<file path="src/rtl/fifo_write_arbiter.sv">
// Round-robin, packet-aware arbiter that shares one FIFO write port among p_PORTS requesters.
// A grant is held until the requester's last beat, or until p_MAX_BEATS beats force a release.
module fifo_write_arbiter #(
  parameter int unsigned p_WIDTH     = 8,
  parameter int unsigned p_PORTS     = 4,
  parameter int unsigned p_MAX_BEATS = 16
) (
  input  logic                         clk,
  input  logic                         rstn,
  input  logic [p_PORTS-1:0]           req_valid,
  input  logic [p_PORTS-1:0]           req_last,
  input  logic [p_PORTS*p_WIDTH-1:0]   req_data,
  output logic [p_PORTS-1:0]           req_ready,
  input  logic                         full,
  output logic                         wrena,
  output logic [p_WIDTH-1:0]           wrdata,
  output logic                         grant_valid,
  output logic [$clog2(p_PORTS)-1:0]   grant_id,
  output logic                         overrun
);

  localparam int unsigned ID_W  = $clog2(p_PORTS);
  localparam int unsigned CNT_W = $clog2(p_MAX_BEATS + 1);

  typedef enum logic {
    IDLE  = 1'b0,
    GRANT = 1'b1
  } state_e;

  state_e             state_q, state_d;
  logic [ID_W-1:0]    grant_id_q, grant_id_d;
  logic [ID_W-1:0]    rr_ptr_q, rr_ptr_d;
  logic [CNT_W-1:0]   cnt_q, cnt_d;
  logic               overrun_q, overrun_d;

  logic [p_WIDTH-1:0] data_arr [p_PORTS];
  logic               sel_found;
  logic [ID_W-1:0]    sel_id;
  int unsigned        arb_idx;
  logic               g_valid;
  logic               g_last;
  logic               xfer;
  logic               at_limit;

  for (genvar i = 0; i < p_PORTS; i++) begin : g_slice
    assign data_arr[i] = req_data[i*p_WIDTH +: p_WIDTH];
  end

  // First valid requester searching upward from rr_ptr+1, wrapping around.
  always_comb begin
    sel_found = 1'b0;
    sel_id    = '0;
    arb_idx   = 0;
    for (int unsigned k = 1; k <= p_PORTS; k++) begin
      arb_idx = (32'(rr_ptr_q) + k) % p_PORTS;
      if (!sel_found && req_valid[ID_W'(arb_idx)]) begin
        sel_found = 1'b1;
        sel_id    = ID_W'(arb_idx);
      end
    end
  end

  assign g_valid  = req_valid[grant_id_q];
  assign g_last   = req_last[grant_id_q];
  assign xfer     = (state_q == GRANT) && g_valid && !full;
  assign at_limit = (cnt_q == CNT_W'(p_MAX_BEATS - 1));

  assign wrena       = xfer;
  assign wrdata      = data_arr[grant_id_q];
  assign req_ready   = ((state_q == GRANT) && !full) ? (p_PORTS'(1) << grant_id_q) : '0;
  assign grant_valid = (state_q == GRANT);
  assign grant_id    = grant_id_q;
  assign overrun     = overrun_q;

  // Next-state: grant in IDLE, release on last beat or at the beat limit.
  always_comb begin
    state_d    = state_q;
    grant_id_d = grant_id_q;
    rr_ptr_d   = rr_ptr_q;
    cnt_d      = cnt_q;
    overrun_d  = 1'b0;
    unique case (state_q)
      IDLE: begin
        if (sel_found) begin
          state_d    = GRANT;
          grant_id_d = sel_id;
          cnt_d      = '0;
        end
      end
      GRANT: begin
        if (xfer) begin
          cnt_d = cnt_q + CNT_W'(1);
          if (g_last || at_limit) begin
            state_d   = IDLE;
            rr_ptr_d  = grant_id_q;
            cnt_d     = '0;
            overrun_d = !g_last;
          end
        end
      end
      default: state_d = IDLE;
    endcase
  end

  always_ff @(posedge clk or negedge rstn) begin
    if (!rstn) begin
      state_q    <= IDLE;
      grant_id_q <= '0;
      rr_ptr_q   <= ID_W'(p_PORTS - 1);
      cnt_q      <= '0;
      overrun_q  <= 1'b0;
    end else begin
      state_q    <= state_d;
      grant_id_q <= grant_id_d;
      rr_ptr_q   <= rr_ptr_d;
      cnt_q      <= cnt_d;
      overrun_q  <= overrun_d;
    end
  end

endmodule

</file>
<file path="config.mk">
export PLATFORM = sky130hd
export DESIGN_NAME = fifo_write_arbiter
export DESIGN_NICKNAME = d
export VERILOG_FILES = /design/src/rtl/fifo_write_arbiter.sv
export SDC_FILE = /design/constraint.sdc
export NUM_CORES = 1
export LEC_CHECK = 0
export ABC_CLOCK_PERIOD_IN_PS = 4710
export CORE_ASPECT_RATIO = 1.25
export CORE_MARGIN = 8
export CORE_UTILIZATION = 38
export CTS_BUF_LIST = sky130_fd_sc_hd__clkbuf_8 sky130_fd_sc_hd__clkbuf_16
export CTS_CLUSTER_SIZE = 16
export DETAILED_ROUTE_END_ITERATION = 6
export PLACE_DENSITY = 0.8
export SLEW_MARGIN = 30
export SYNTH_ARGS = -nofsm -noshare
export SYNTH_HDL_FRONTEND = slang
export SYNTH_SLANG_ARGS = --single-unit
</file>
<file path="constraint.sdc">
create_clock -name clk -period 4.71 [get_ports clk]
set_clock_uncertainty 0.2 [all_clocks]
set_input_delay 0.942 -clock clk [delete_from_list [all_inputs] [get_ports clk]]
set_output_delay 0.942 -clock clk [all_outputs]
set_load 0.05 [all_outputs]
</file>
==> results.json <==
{
  "cp_slowest_cell": "clkdlybuf4s50_1",
  "critPathMaxStageDelay_ps": 840,
  "outcome": "finished clean",
  "grt.busiest_layer": "met2",
  "cts_tree": "yes",
  "path_clk_slew_ps": 50,
  "start_kind": "input pin",
  "endpoint_kind": "output pin",
  "r2r-end": "cnt_q[2]",
  "r2r-start": "grant_id[1]",
  "drc": 0,
  "final.min_clock_period_ps": 3960,
  "avgSynthCellArea_um2": 10.7,
  "clkLatencyLatePin_ps": 240,
  "hp-start": "cnt_q[4]",
  "relSlewSlack_pct": 39.7,
  "p_leak_nw": 0.615,
  "crit_type": "input pin to output pin",
  "synth.distinct_cells": 38,
  "synth_top_area_cell": "dfrtp_1",
  "dpl_worst_slack_ps": 769,
  "grt_pass1_vias": 988,
  "period_share_pct": 84.2,
  "grt-ovfl-total": 0,
  "insertedDiodeCount": 0,
  "cp_max_fo": 4,
  "arrival_ps": 2820,
  "synth-seq-cells": 11,
  "firstDrtPassIters": 4,
  "ctsResizeCount": 0,
  "yosysTopAreaCellShare_pct": 24.7,
  "ioPinCount": 60,
  "drv_slew": 0,
  "via_count": 944,
  "maxCapViolations": 0,
  "htree_levels": 1,
  "crit_chain": "clkdlybuf4s50_1, nor3b_1, a22o_1, clkdlybuf4s50_1",
  "irDropWorstVdd_mv": 0.411,
  "fp-row-count": 20,
  "grt_usage_pct": 14.4,
  "rsz0062_at_grt": "no",
  "antenna_found_initial": 0,
  "area_delta_synth_final_pct": 71.7,
  "power.density_nw_per_um2": 595,
  "drt_iter0_drc": 20,
  "place_area_um2": 1520,
  "post-cts-setup-buffers": 0,
  "met3_usage_pct": 4.54,
  "start_util_pct": 38.7,
  "final_nets": 190,
  "met2_usage_pct": 22.7,
  "fin_area_um2": 1560,
  "fill_cells": 217,
  "yosysSeqAreaShare_pct": 30.5,
  "syn-num-nets": 130,
  "reg2reg_setup_slack_ps": 2130,
  "hold_slack_ps": 287,
  "hold_buffers": 0,
  "dpl.hpwl_um": 2540,
  "post-route-util_pct": 66.5,
  "path_common_cell": "clkdlybuf4s50_1",
  "yosys_warnings": 0,
  "via_per_inst": 5.33,
  "cts.sinks": 11,
  "fmax_ghz": 0.252,
  "setup_violations": 0,
  "clockRootBuffer": "clkbuf_8",
  "netlist_area_um2": 911,
  "io_buffers": 59,
  "drive_gt1_share_pct": 15.3,
  "rr_worst_depth": 4,
  "layout_setup_ws_ps": 746,
  "critPathRequiredTime_ps": 3570,
  "grt_start_max_net_pins": 20,
  "hold_path_depth": 2,
  "hp-class": "register to register",
  "met1_usage_pct": 17.1,
  "core_um2": 2350,
  "crit_end": "wrena",
  "postRouteWirelength_um": 3050,
  "ant_nets": 0,
  "dieArea_um2": 4230,
  "die_h_um": 70.7,
  "tightest_slew_ps": 905,
  "routedWlPerCell_um": 17.2,
  "cts_buffers": 3,
  "die_w_um": 59.8,
  "synthTopCellsByArea": "dfrtp_1, mux4_2, mux2_2",
  "place.gp.congestion": 0.805,
  "final_hold_viol_count": 0,
  "finalSetupTns_ps": 0,
  "grt_pass1_wl_um": 4730,
  "cts_buffer_depth": 2,
  "crit_path_start": "full",
  "synth_cells": 85
}
routing by layer:
metal / part of all wire, % / vias up / wire, um
met3: 11 / 5 / 349
li1: - / 445 / -
met2: 43 / 52 / 1300
met5: 0 / - / 0
met4: 1.6 / 0 / 50
met1: 44 / 442 / 1350
power breakdown:
| part | internal (mW) | switching [mW] | leakage [nW] |
|---|---|---|---|
| combinational | 0.278 | 0.345 | 0.453 |
| clock | 0.0570 | 0.0336 | 0.0269 |
| sequential | 0.134 | 0.0828 | 0.135 |
| total | 0.469 | 0.462 | 0.615 |
flip-flops by register name, indices dropped and copies added (netlist names):
name         count
grant_valid      1
overrun          1
grant_id         2
cnt_q            5
rr_ptr_q         2
Yosys cell counts:
master     instances
nor2_1             2
clkbuf_1           2
o22ai_1            1
nand3_1            2
and2_1             2
inv_1              5
o21a_1             1
o21ai_0            5
mux2_2             5
nand2_1            7
and2_2             1
mux2_1             1
a2bb2oi_1          1
mux4_2             8
nor2b_1            2
or3b_2             1
dfrtp_1            9
nor3b_1            1
o311ai_1           1
buf_2              1
or4_4              1
a2bb2o_1           1
nand2b_1           2
and3b_1            2
a22o_1             1
or3b_1             1
a31oi_1            2
nand3b_1           1
and3_1             2
or2_2              1
ha_1               2
a222oi_1           1
o22a_1             1
o211ai_1           1
dfstp_2            2
a21oi_1            3
mux2i_1            2
buf_6              1
how the worst min path moves through the flow:
stage / end / slack [ps]
2_1_floorplan: cnt_q[4] / 250
5_1_grt: cnt_q[4] / 330
3_5_place_dp: cnt_q[4] / 280
6_report: cnt_q[4] / 290
4_1_cts: cnt_q[4] / 290
3_3_place_gp: cnt_q[4] / 270
layout make-up:
cell class / count / area (um2) / share of cell area (%)
Multi-Input combinational cell: 65 / 591 / 37.8
Timing Repair Buffer: 59 / 591 / 37.8
Sequential cell: 11 / 278 / 17.8
Clock buffer: 3 / 41.3 / 2.64
Tap cell: 33 / 41.3 / 2.64
Inverter: 5 / 18.8 / 1.20
Clock inverter: 1 / 3.75 / 0.240
metrics by stage:
step	std cells	power (mW)
6_report	177	0.931
5_1_grt	177	0.987
4_1_cts	177	0.941
3_5_place_dp	173	0.845
3_3_place_gp	173	0.833
2_1_floorplan	85	0.660
worst max-delay path, delay by kind of cell:
| kind | cells | cell delay (ps) |
|---|---|---|
| AND/OR/NAND/NOR | 1 | 350 |
| buffers and inverters | 2 | 1270 |
| AO/OA/AOI/OAI | 1 | 260 |
cell families (layout without fill, tap and decap cells):
family | after synthesis | count (layout) | synth area share, %
adder cells (fa/ha/maj) | 2 | 2 | 2.75
flip-flops | 11 | 11 | 30.5
multiplexers | 16 | 16 | 29.4
AO/OA/AOI/OAI | 19 | 19 | 14.1
buffers and inverters | 9 | 68 | 4.67
AND/OR/NAND/NOR | 28 | 28 | 18.5
cells in the final DEF, fill, tap and decap left out, types with 2 or more instances in the layout:
cell	netlist	final
dfstp_2	2	2
o21ai_0	5	5
mux2_2	5	5
nand2_1	7	7
and2_1	2	2
and3b_1	2	2
nor2_1	2	2
a21oi_1	3	3
nor2b_1	2	2
and3_1	2	2
clkdlybuf4s50_1	0	59
dfrtp_1	9	9
nand2b_1	2	2
inv_1	5	6
mux2i_1	2	2
mux4_2	8	8
nand3_1	2	2
a31oi_1	2	2
clkbuf_8	0	3
ha_1	2	2
Note: power is estimated with default switching activity, not from simulation.
